File: src/rtl/lsu_pkg.sv
// Shared codes, state encoding and access-size decode for the load/store unit.
package lsu_pkg;

    localparam logic [2:0] LD_B  = 3'b000;
    localparam logic [2:0] LD_H  = 3'b001;
    localparam logic [2:0] LD_W  = 3'b010;
    localparam logic [2:0] LD_BU = 3'b011;
    localparam logic [2:0] LD_HU = 3'b100;

    localparam logic [1:0] ST_W = 2'b00;
    localparam logic [1:0] ST_H = 2'b01;
    localparam logic [1:0] ST_B = 2'b10;

    typedef enum logic [1:0] {SZ_B, SZ_H, SZ_W, SZ_BAD} size_e;
    typedef enum logic [1:0] {IDLE, REQ, DONE, FAULT} state_e;

    // Collapse the store/load code into an access width; SZ_BAD marks an illegal code.
    function automatic size_e access_size(input logic mem_write, input logic [1:0] store,
                                          input logic [2:0] load);
        size_e sz;
        sz = SZ_BAD;
        if (mem_write) begin
            case (store)
                ST_W:    sz = SZ_W;
                ST_H:    sz = SZ_H;
                ST_B:    sz = SZ_B;
                default: sz = SZ_BAD;
            endcase
        end else begin
            case (load)
                LD_B, LD_BU: sz = SZ_B;
                LD_H, LD_HU: sz = SZ_H;
                LD_W:        sz = SZ_W;
                default:     sz = SZ_BAD;
            endcase
        end
        return sz;
    endfunction

endpackage

File: src/rtl/load_store_unit_if.sv
// Data-memory req/ack bus between the load/store unit and the memory.
interface load_store_unit_if;
    logic        mem_req;
    logic        mem_we;
    logic [31:0] mem_addr;
    logic [3:0]  mem_be;
    logic [31:0] mem_wdata;
    logic [31:0] mem_rdata;
    logic        mem_ack;

    modport master (output mem_req, mem_we, mem_addr, mem_be, mem_wdata,
                    input  mem_rdata, mem_ack);
    modport slave  (input  mem_req, mem_we, mem_addr, mem_be, mem_wdata,
                    output mem_rdata, mem_ack);
endinterface

File: src/rtl/load_store_align.sv
// Combinational lane steering for stores and extraction/extension for loads.
module load_store_align
    import lsu_pkg::*;
(
    input  logic        mem_write,
    input  logic [1:0]  store,
    input  logic [2:0]  load,
    input  logic [1:0]  addr_lo,
    input  logic [31:0] write_data,
    input  logic [31:0] mem_rdata,
    output logic [3:0]  mem_be,
    output logic [31:0] mem_wdata,
    output logic [31:0] rdata_ext,
    output logic        misalign,
    output logic        illegal
);

    size_e       size_s;
    logic [31:0] shifted_s;
    logic [7:0]  byte_s;
    logic [15:0] half_s;

    // Lane selection, alignment check and load extension.
    always_comb begin
        size_s    = access_size(mem_write, store, load);
        illegal   = (size_s == SZ_BAD);
        shifted_s = mem_rdata >> {addr_lo, 3'b000};
        byte_s    = shifted_s[7:0];
        half_s    = addr_lo[1] ? mem_rdata[31:16] : mem_rdata[15:0];
        misalign  = 1'b0;
        mem_be    = 4'b0000;
        mem_wdata = 32'd0;
        case (size_s)
            SZ_W: begin
                misalign  = (addr_lo != 2'b00);
                mem_be    = 4'b1111;
                mem_wdata = write_data;
            end
            SZ_H: begin
                misalign  = addr_lo[0];
                mem_be    = addr_lo[1] ? 4'b1100 : 4'b0011;
                mem_wdata = {2{write_data[15:0]}};
            end
            SZ_B: begin
                mem_be    = 4'b0001 << addr_lo;
                mem_wdata = {4{write_data[7:0]}};
            end
            default: begin
                mem_be    = 4'b0000;
                mem_wdata = 32'd0;
            end
        endcase
        case (load)
            LD_B:    rdata_ext = {{24{byte_s[7]}}, byte_s};
            LD_H:    rdata_ext = {{16{half_s[15]}}, half_s};
            LD_W:    rdata_ext = mem_rdata;
            LD_BU:   rdata_ext = {24'd0, byte_s};
            LD_HU:   rdata_ext = {16'd0, half_s};
            default: rdata_ext = 32'd0;
        endcase
    end

endmodule

File: src/rtl/load_store_unit.sv
// Multi-cycle data-memory access stage: FSM, wait counter and bus latches.
module load_store_unit
    import lsu_pkg::*;
#(
    parameter int TIMEOUT = 255
) (
    input  logic               clk,
    input  logic               reset,
    input  logic               start,
    input  logic               MemWrite,
    input  logic [1:0]         Store,
    input  logic [2:0]         Load,
    input  logic [31:0]        Addr,
    input  logic [31:0]        WriteData,
    output logic [31:0]        ReadData,
    output logic               Stall,
    output logic               Done,
    output logic               Fault,
    load_store_unit_if.master  bus
);

    state_e      state_q, state_d;
    logic [7:0]  cnt_q, cnt_d;
    logic        req_q, req_d;
    logic        we_q, we_d;
    logic [31:0] addr_q, addr_d;
    logic [3:0]  be_q, be_d;
    logic [31:0] wdata_q, wdata_d;
    logic [2:0]  load_q, load_d;
    logic [1:0]  lo_q, lo_d;
    logic [31:0] rdata_q, rdata_d;

    logic        in_idle_s;
    logic [3:0]  be_s;
    logic [31:0] wdata_s;
    logic [31:0] rdata_ext_s;
    logic        misalign_s;
    logic        illegal_s;

    // Outside IDLE the aligner sees the latched access so extraction uses the original lane.
    assign in_idle_s = (state_q == IDLE);

    load_store_align u_align (
        .mem_write  (in_idle_s ? MemWrite  : we_q),
        .store      (Store),
        .load       (in_idle_s ? Load      : load_q),
        .addr_lo    (in_idle_s ? Addr[1:0] : lo_q),
        .write_data (WriteData),
        .mem_rdata  (bus.mem_rdata),
        .mem_be     (be_s),
        .mem_wdata  (wdata_s),
        .rdata_ext  (rdata_ext_s),
        .misalign   (misalign_s),
        .illegal    (illegal_s)
    );

    // Next-state, wait counter and latch updates.
    always_comb begin
        state_d = state_q;
        cnt_d   = cnt_q;
        we_d    = we_q;
        addr_d  = addr_q;
        be_d    = be_q;
        wdata_d = wdata_q;
        load_d  = load_q;
        lo_d    = lo_q;
        rdata_d = rdata_q;
        case (state_q)
            IDLE: begin
                if (start) begin
                    if (misalign_s || illegal_s) begin
                        state_d = FAULT;
                    end else begin
                        state_d = REQ;
                        cnt_d   = 8'd0;
                        we_d    = MemWrite;
                        addr_d  = {Addr[31:2], 2'b00};
                        be_d    = be_s;
                        wdata_d = wdata_s;
                        load_d  = Load;
                        lo_d    = Addr[1:0];
                    end
                end else begin
                    state_d = IDLE;
                end
            end
            REQ: begin
                if (bus.mem_ack) begin
                    state_d = DONE;
                    cnt_d   = 8'd0;
                    rdata_d = we_q ? 32'd0 : rdata_ext_s;
                end else if (cnt_q == 8'(TIMEOUT - 1)) begin
                    state_d = FAULT;
                    cnt_d   = 8'd0;
                end else begin
                    cnt_d = cnt_q + 8'd1;
                end
            end
            DONE:    state_d = IDLE;
            FAULT:   state_d = IDLE;
            default: state_d = IDLE;
        endcase
        req_d = (state_d == REQ);
    end

    // State and latch registers with synchronous reset.
    always_ff @(posedge clk) begin
        if (reset) begin
            state_q <= IDLE;
            cnt_q   <= 8'd0;
            req_q   <= 1'b0;
            we_q    <= 1'b0;
            addr_q  <= 32'd0;
            be_q    <= 4'b0000;
            wdata_q <= 32'd0;
            load_q  <= 3'b000;
            lo_q    <= 2'b00;
            rdata_q <= 32'd0;
        end else begin
            state_q <= state_d;
            cnt_q   <= cnt_d;
            req_q   <= req_d;
            we_q    <= we_d;
            addr_q  <= addr_d;
            be_q    <= be_d;
            wdata_q <= wdata_d;
            load_q  <= load_d;
            lo_q    <= lo_d;
            rdata_q <= rdata_d;
        end
    end

    assign bus.mem_req   = req_q;
    assign bus.mem_we    = we_q;
    assign bus.mem_addr  = addr_q;
    assign bus.mem_be    = be_q;
    assign bus.mem_wdata = wdata_q;

    assign Done     = (state_q == DONE) || (state_q == FAULT);
    assign Fault    = (state_q == FAULT);
    assign ReadData = (state_q == DONE) ? rdata_q : 32'd0;
    assign Stall    = start && (state_q != DONE) && (state_q != FAULT);

endmodule

File: src/flat_wrapper.sv
// flat-port wrapper written by rule: the top's interface ports become plain ports
module load_store_unit_flat import lsu_pkg::*;
#(
    parameter int TIMEOUT = 255
)
  (clk, reset, start, MemWrite, Store, Load, Addr, WriteData, ReadData, Stall, Done, Fault, bus_mem_req, bus_mem_we, bus_mem_addr, bus_mem_be, bus_mem_wdata, bus_mem_rdata, bus_mem_ack);
  load_store_unit_if bus_i ();
  input  logic clk;
  input  logic reset;
  input  logic start;
  input  logic MemWrite;
  input  logic [1:0] Store;
  input  logic [2:0] Load;
  input  logic [31:0] Addr;
  input  logic [31:0] WriteData;
  output logic [31:0] ReadData;
  output logic Stall;
  output logic Done;
  output logic Fault;
  output wire logic [$bits(bus_i.mem_req)-1:0] bus_mem_req;
  output wire logic [$bits(bus_i.mem_we)-1:0] bus_mem_we;
  output wire logic [$bits(bus_i.mem_addr)-1:0] bus_mem_addr;
  output wire logic [$bits(bus_i.mem_be)-1:0] bus_mem_be;
  output wire logic [$bits(bus_i.mem_wdata)-1:0] bus_mem_wdata;
  input wire logic [$bits(bus_i.mem_rdata)-1:0] bus_mem_rdata;
  input wire logic [$bits(bus_i.mem_ack)-1:0] bus_mem_ack;
  assign bus_mem_req = bus_i.mem_req;
  assign bus_mem_we = bus_i.mem_we;
  assign bus_mem_addr = bus_i.mem_addr;
  assign bus_mem_be = bus_i.mem_be;
  assign bus_mem_wdata = bus_i.mem_wdata;
  assign bus_i.mem_rdata = bus_mem_rdata;
  assign bus_i.mem_ack = bus_mem_ack;
  load_store_unit #(.TIMEOUT(TIMEOUT)) u_core (.clk(clk), .reset(reset), .start(start), .MemWrite(MemWrite), .Store(Store), .Load(Load), .Addr(Addr), .WriteData(WriteData), .ReadData(ReadData), .Stall(Stall), .Done(Done), .Fault(Fault), .bus(bus_i));
endmodule
File: config.mk
export PLATFORM = sky130hd
export DESIGN_NAME = load_store_unit_flat
export DESIGN_NICKNAME = d
export VERILOG_FILES = /design/src/rtl/lsu_pkg.sv /design/src/rtl/load_store_unit_if.sv /design/src/rtl/load_store_align.sv /design/src/rtl/load_store_unit.sv /design/src/flat_wrapper.sv
export SDC_FILE = /design/constraint.sdc
export NUM_CORES = 1
export LEC_CHECK = 0
export ABC_AREA = 1
export BUFFER_PORTS_ARGS = -buffer_cell sky130_fd_sc_hd__buf_2
export CAP_MARGIN = 20
export CORE_MARGIN = 2
export CORE_UTILIZATION = 47
export DETAILED_ROUTE_END_ITERATION = 8
export GPL_TIMING_DRIVEN = 0
export PLACE_DENSITY_LB_ADDON = 0.15
export SETUP_SLACK_MARGIN = 0.2
export SYNTH_ARGS = -nofsm -noshare
export SYNTH_HDL_FRONTEND = slang
export SYNTH_SLANG_ARGS = --single-unit
File: constraint.sdc
create_clock -name clk -period 2.3 [get_ports clk]
set_input_delay 0.115 -clock clk [delete_from_list [all_inputs] [get_ports clk]]
set_output_delay 0.115 -clock clk [all_outputs]
set_load 0.01 [all_outputs]
==> results.json <==
{
  "drt_wl_total_mm": 21.7,
  "hold_depth": 3,
  "irDropWorstVdd_mv": 0.594,
  "io_pins": 211,
  "synth_top_family_by_area": "simple AND/OR/NAND/NOR gates",
  "power.leakage_uw": 0.00481,
  "core-area_sq_um": 13300,
  "cts_tree": "yes",
  "max-slew-margin-rel": 0.546,
  "initialDrtViolationCount": 604,
  "cp_common_cell": "nand2_4",
  "critPathMaxFanout": 7,
  "synthFlopType": "dfxtp_1",
  "final_layout_size_suffix_gt1_frac": 0.303,
  "antenna_cells": 0,
  "layout_min_cycle_time_ps": 2500,
  "synth-compound-area-share": 0.0917,
  "grt_util_all_layers": 0.281,
  "crit_family": "buffers and inverters",
  "fmax_ghz": 0.401,
  "area_growth_pct": 48.5,
  "synth_edf_count": 0,
  "slew_violations": 0,
  "post_drt_via_cell_ratio": 5.01,
  "placed_area_sq_um": 7830,
  "fillers": 1156,
  "cp_data_arrival_time_ps": 2840,
  "synth_fa_ha_area_frac": 0.0193,
  "critPathCaptureType": "flip-flop",
  "cp_slowest_cell": "dfxtp_2",
  "cts.clk_slew.worst_paths_ps": 60,
  "die_x_microns": 122,
  "hold_viol": 0,
  "nets": 1479,
  "vias": 7777,
  "synth_cell_types": 31,
  "grt_max_degree": 17,
  "hold_class": "input pin to flip-flop",
  "postSynthAreaPerCell_sq_um": 6.11,
  "finalCritPeriodShare": 1.09,
  "worst-setup-path-type": "flip-flop to flip-flop",
  "io_buffers": 207,
  "yosys_register_bits": 115,
  "grt_pass1_wl_mm": 33.0,
  "reg2reg_depth": 17,
  "worst_slack_ps": -197,
  "postSynth.asyncResetShare": 0,
  "wl_per_cell_microns": 14.0,
  "path_depth": 17,
  "antenna_found_initial": 0,
  "syn_area_sq_um": 6490,
  "crit_chain": "buf_6, nor2_4, buf_8, nand2_4, nand2_4, nand2_4, o21ai_4, inv_2, ha_4, inv_2, nand3_4, nand4_4, clkinv_4, buf_12, clkbuf_16, nand2_2, a21oi_1",
  "cp_num_buf_inv": 7,
  "ys_seq_area_frac": 0.355,
  "setup_viol": 80,
  "h-tree-depth": 4,
  "required_ps": 2640,
  "grt_pass1_vias": 6947,
  "fp.dieH_microns": 122,
  "syn_inst": 1063,
  "cts_sinks": 115,
  "start_util": 0.487,
  "grt_overflow_total": 0,
  "worstMarginPinSlew_ps": 681,
  "synth_xor_area_frac": 0.00674,
  "synth_mux_area_frac": 0,
  "p_per_area_nw_per_um2": 993,
  "failed_checks": "setup timing",
  "die_area_sq_um": 14800,
  "status": "finished, violations left",
  "clk_path_buf_depth": 2,
  "cp-start-kind": "flip-flop",
  "hold_slack_ps": 23.0,
  "max_stage_delay_ps": 310,
  "ant_nets": 0,
  "dp_hpwl_mm": 14.6,
  "synth_warnings": 0,
  "finClkSkew_ps": 5.67,
  "cts_root_buf": "clkbuf_16",
  "drc": 0,
  "rows": 42,
  "dr.pass1.iters": 8,
  "rsz0062_at_grt": "yes",
  "final_cell_area_sq_um": 9650,
  "numCtsBuffers": 17,
  "routabilityCongestion": 0.923,
  "clk_latency_ps": 420,
  "synthSimpleGateAreaFrac": 0.403,
  "maxCapViolCount": 0
}
==> layout by cell type, fill, tap and decap left out, types with 3 or more instances in the layout <==
cell,n
nor2_1,83
nand4_1,3
dfxtp_1,113
ha_2,3
clkbuf_2,7
o21ai_0,29
xor2_1,5
buf_6,18
nand3_2,9
nor2_4,3
clkinvlp_4,5
nand3_1,99
buf_4,31
nand2_2,34
nand2_1,374
buf_2,210
a21oi_2,18
inv_2,6
dlygate4sd3_1,37
a21oi_1,60
bufinv_16,5
buf_8,5
nand3_4,3
ha_1,6
clkbuf_16,20
clkbuf_8,4
nand2_4,13
inv_1,120
o21ai_1,6
clkbuf_4,4
clkbuf_1,16
==> state kept, by name, summed over array words and instances (netlist names) <==
register	cells
u_core.bus.mem_be	4
u_core.lo_q	2
u_core.load_q	3
u_core.rdata_q	32
u_core.bus.mem_we	1
u_core.bus.mem_req	1
u_core.bus.mem_wdata	32
u_core.cnt_q	8
u_core.state_q	2
u_core.bus.mem_addr	30
==> synth_stat cells, types with 3 or more instances <==
master    count  share of area
buf_6         9          0.016
nand2_4       3         0.0052
nand2_2      10         0.0096
inv_1       125          0.072
o21ai_0      36          0.028
buf_4         5         0.0058
clkbuf_1     27          0.016
dfxtp_1     115           0.35
buf_2        15          0.012
ha_1         10          0.019
nor2_1       84          0.049
xor2_1        5         0.0067
nand4_1       3         0.0029
nand2_1     408           0.24
inv_2         3         0.0017
nand3_1     110          0.085
a21oi_1      79          0.061
==> path summary, 6_finish.rpt <==
kind                                         startpoint                 endpoint  slack [ps]
worst min register to register  u_core.bus.mem_addr[12]  u_core.bus.mem_addr[12]         460
worst max-delay path                  u_core.state_q[1]  u_core.bus.mem_addr[28]        -200
worst max register to register        u_core.state_q[1]  u_core.bus.mem_addr[28]        -200
worst min-delay path                              start        u_core.state_q[1]          20
==> per-layer routing <==
| layer | share of wire | wire length [microns] | up-vias | global-route usage |
|---|---|---|---|---|
| li1 | - | - | 3884 | - |
| met1 | 0.41 | 8830 | 3466 | 0.347 |
| met2 | 0.48 | 10400 | 363 | 0.477 |
| met3 | 0.084 | 1830 | 64 | 0.0651 |
| met4 | 0.029 | 638 | 0 | 0.106 |
| met5 | 0 | 0 | - | 0 |
==> stage by stage <==
stage / setup slack [ps] / util / std cells / total power (uW) / TNS, ps
after floorplan: -1.18 / - / 1064 / 4780 / -35.2
after global placement: -558 / 0.587 / 1447 / 5710 / -25880
after detailed placement: -600 / 0.587 / 1447 / 5750 / -28610
after CTS: -133 / 0.690 / 1535 / 9150 / -6690
after global routing: -329 / 0.723 / 1552 / 10200 / -22080
final: -197 / 0.723 / 1552 / 9580 / -10250
==> where the power goes <==
part           internal, uW  switching, uW
combinational          1720           2440
sequential             2310            171
clock                  1970            976
==> area by class of cell <==
cell class | instances | area [sq um] | share of cell area
Sequential cell | 115 | 2300 | 0.239
Clock inverter | 13 | 206 | 0.0214
Inverter | 130 | 495 | 0.0514
Multi-Input combinational cell | 763 | 3740 | 0.388
Timing Repair Buffer | 280 | 1760 | 0.183
Buffer | 56 | 464 | 0.0481
Tap cell | 176 | 220 | 0.0228
Clock buffer | 19 | 453 | 0.0470
==> kinds of logic after synthesis <==
| kind of cell | count (synthesis) |
|---|---|
| buffers and inverters | 186 |
| and+or+nand+nor | 628 |
| AOI/OAI and AO/OA | 118 |
| adders and majority gates | 10 |
| DFF | 115 |
| xor gates and xnor gates | 5 |
| other | 1 |
==> worst min-delay path, cell delays in order <==
cell	delay, ps
buf_2	140
nand3_2	100
a21oi_2	50
==> what timing repair did <==
action	in CTS	in global routing
gates cloned	3	2
endpoints found under the hold margin	37	0
hold buffers	37	0
buffers inserted	16	15
resized for setup	55	89
pin swaps	11	18
endpoints found under the setup margin	82	125
No activity file was read; power rests on OpenSTA's default activity.
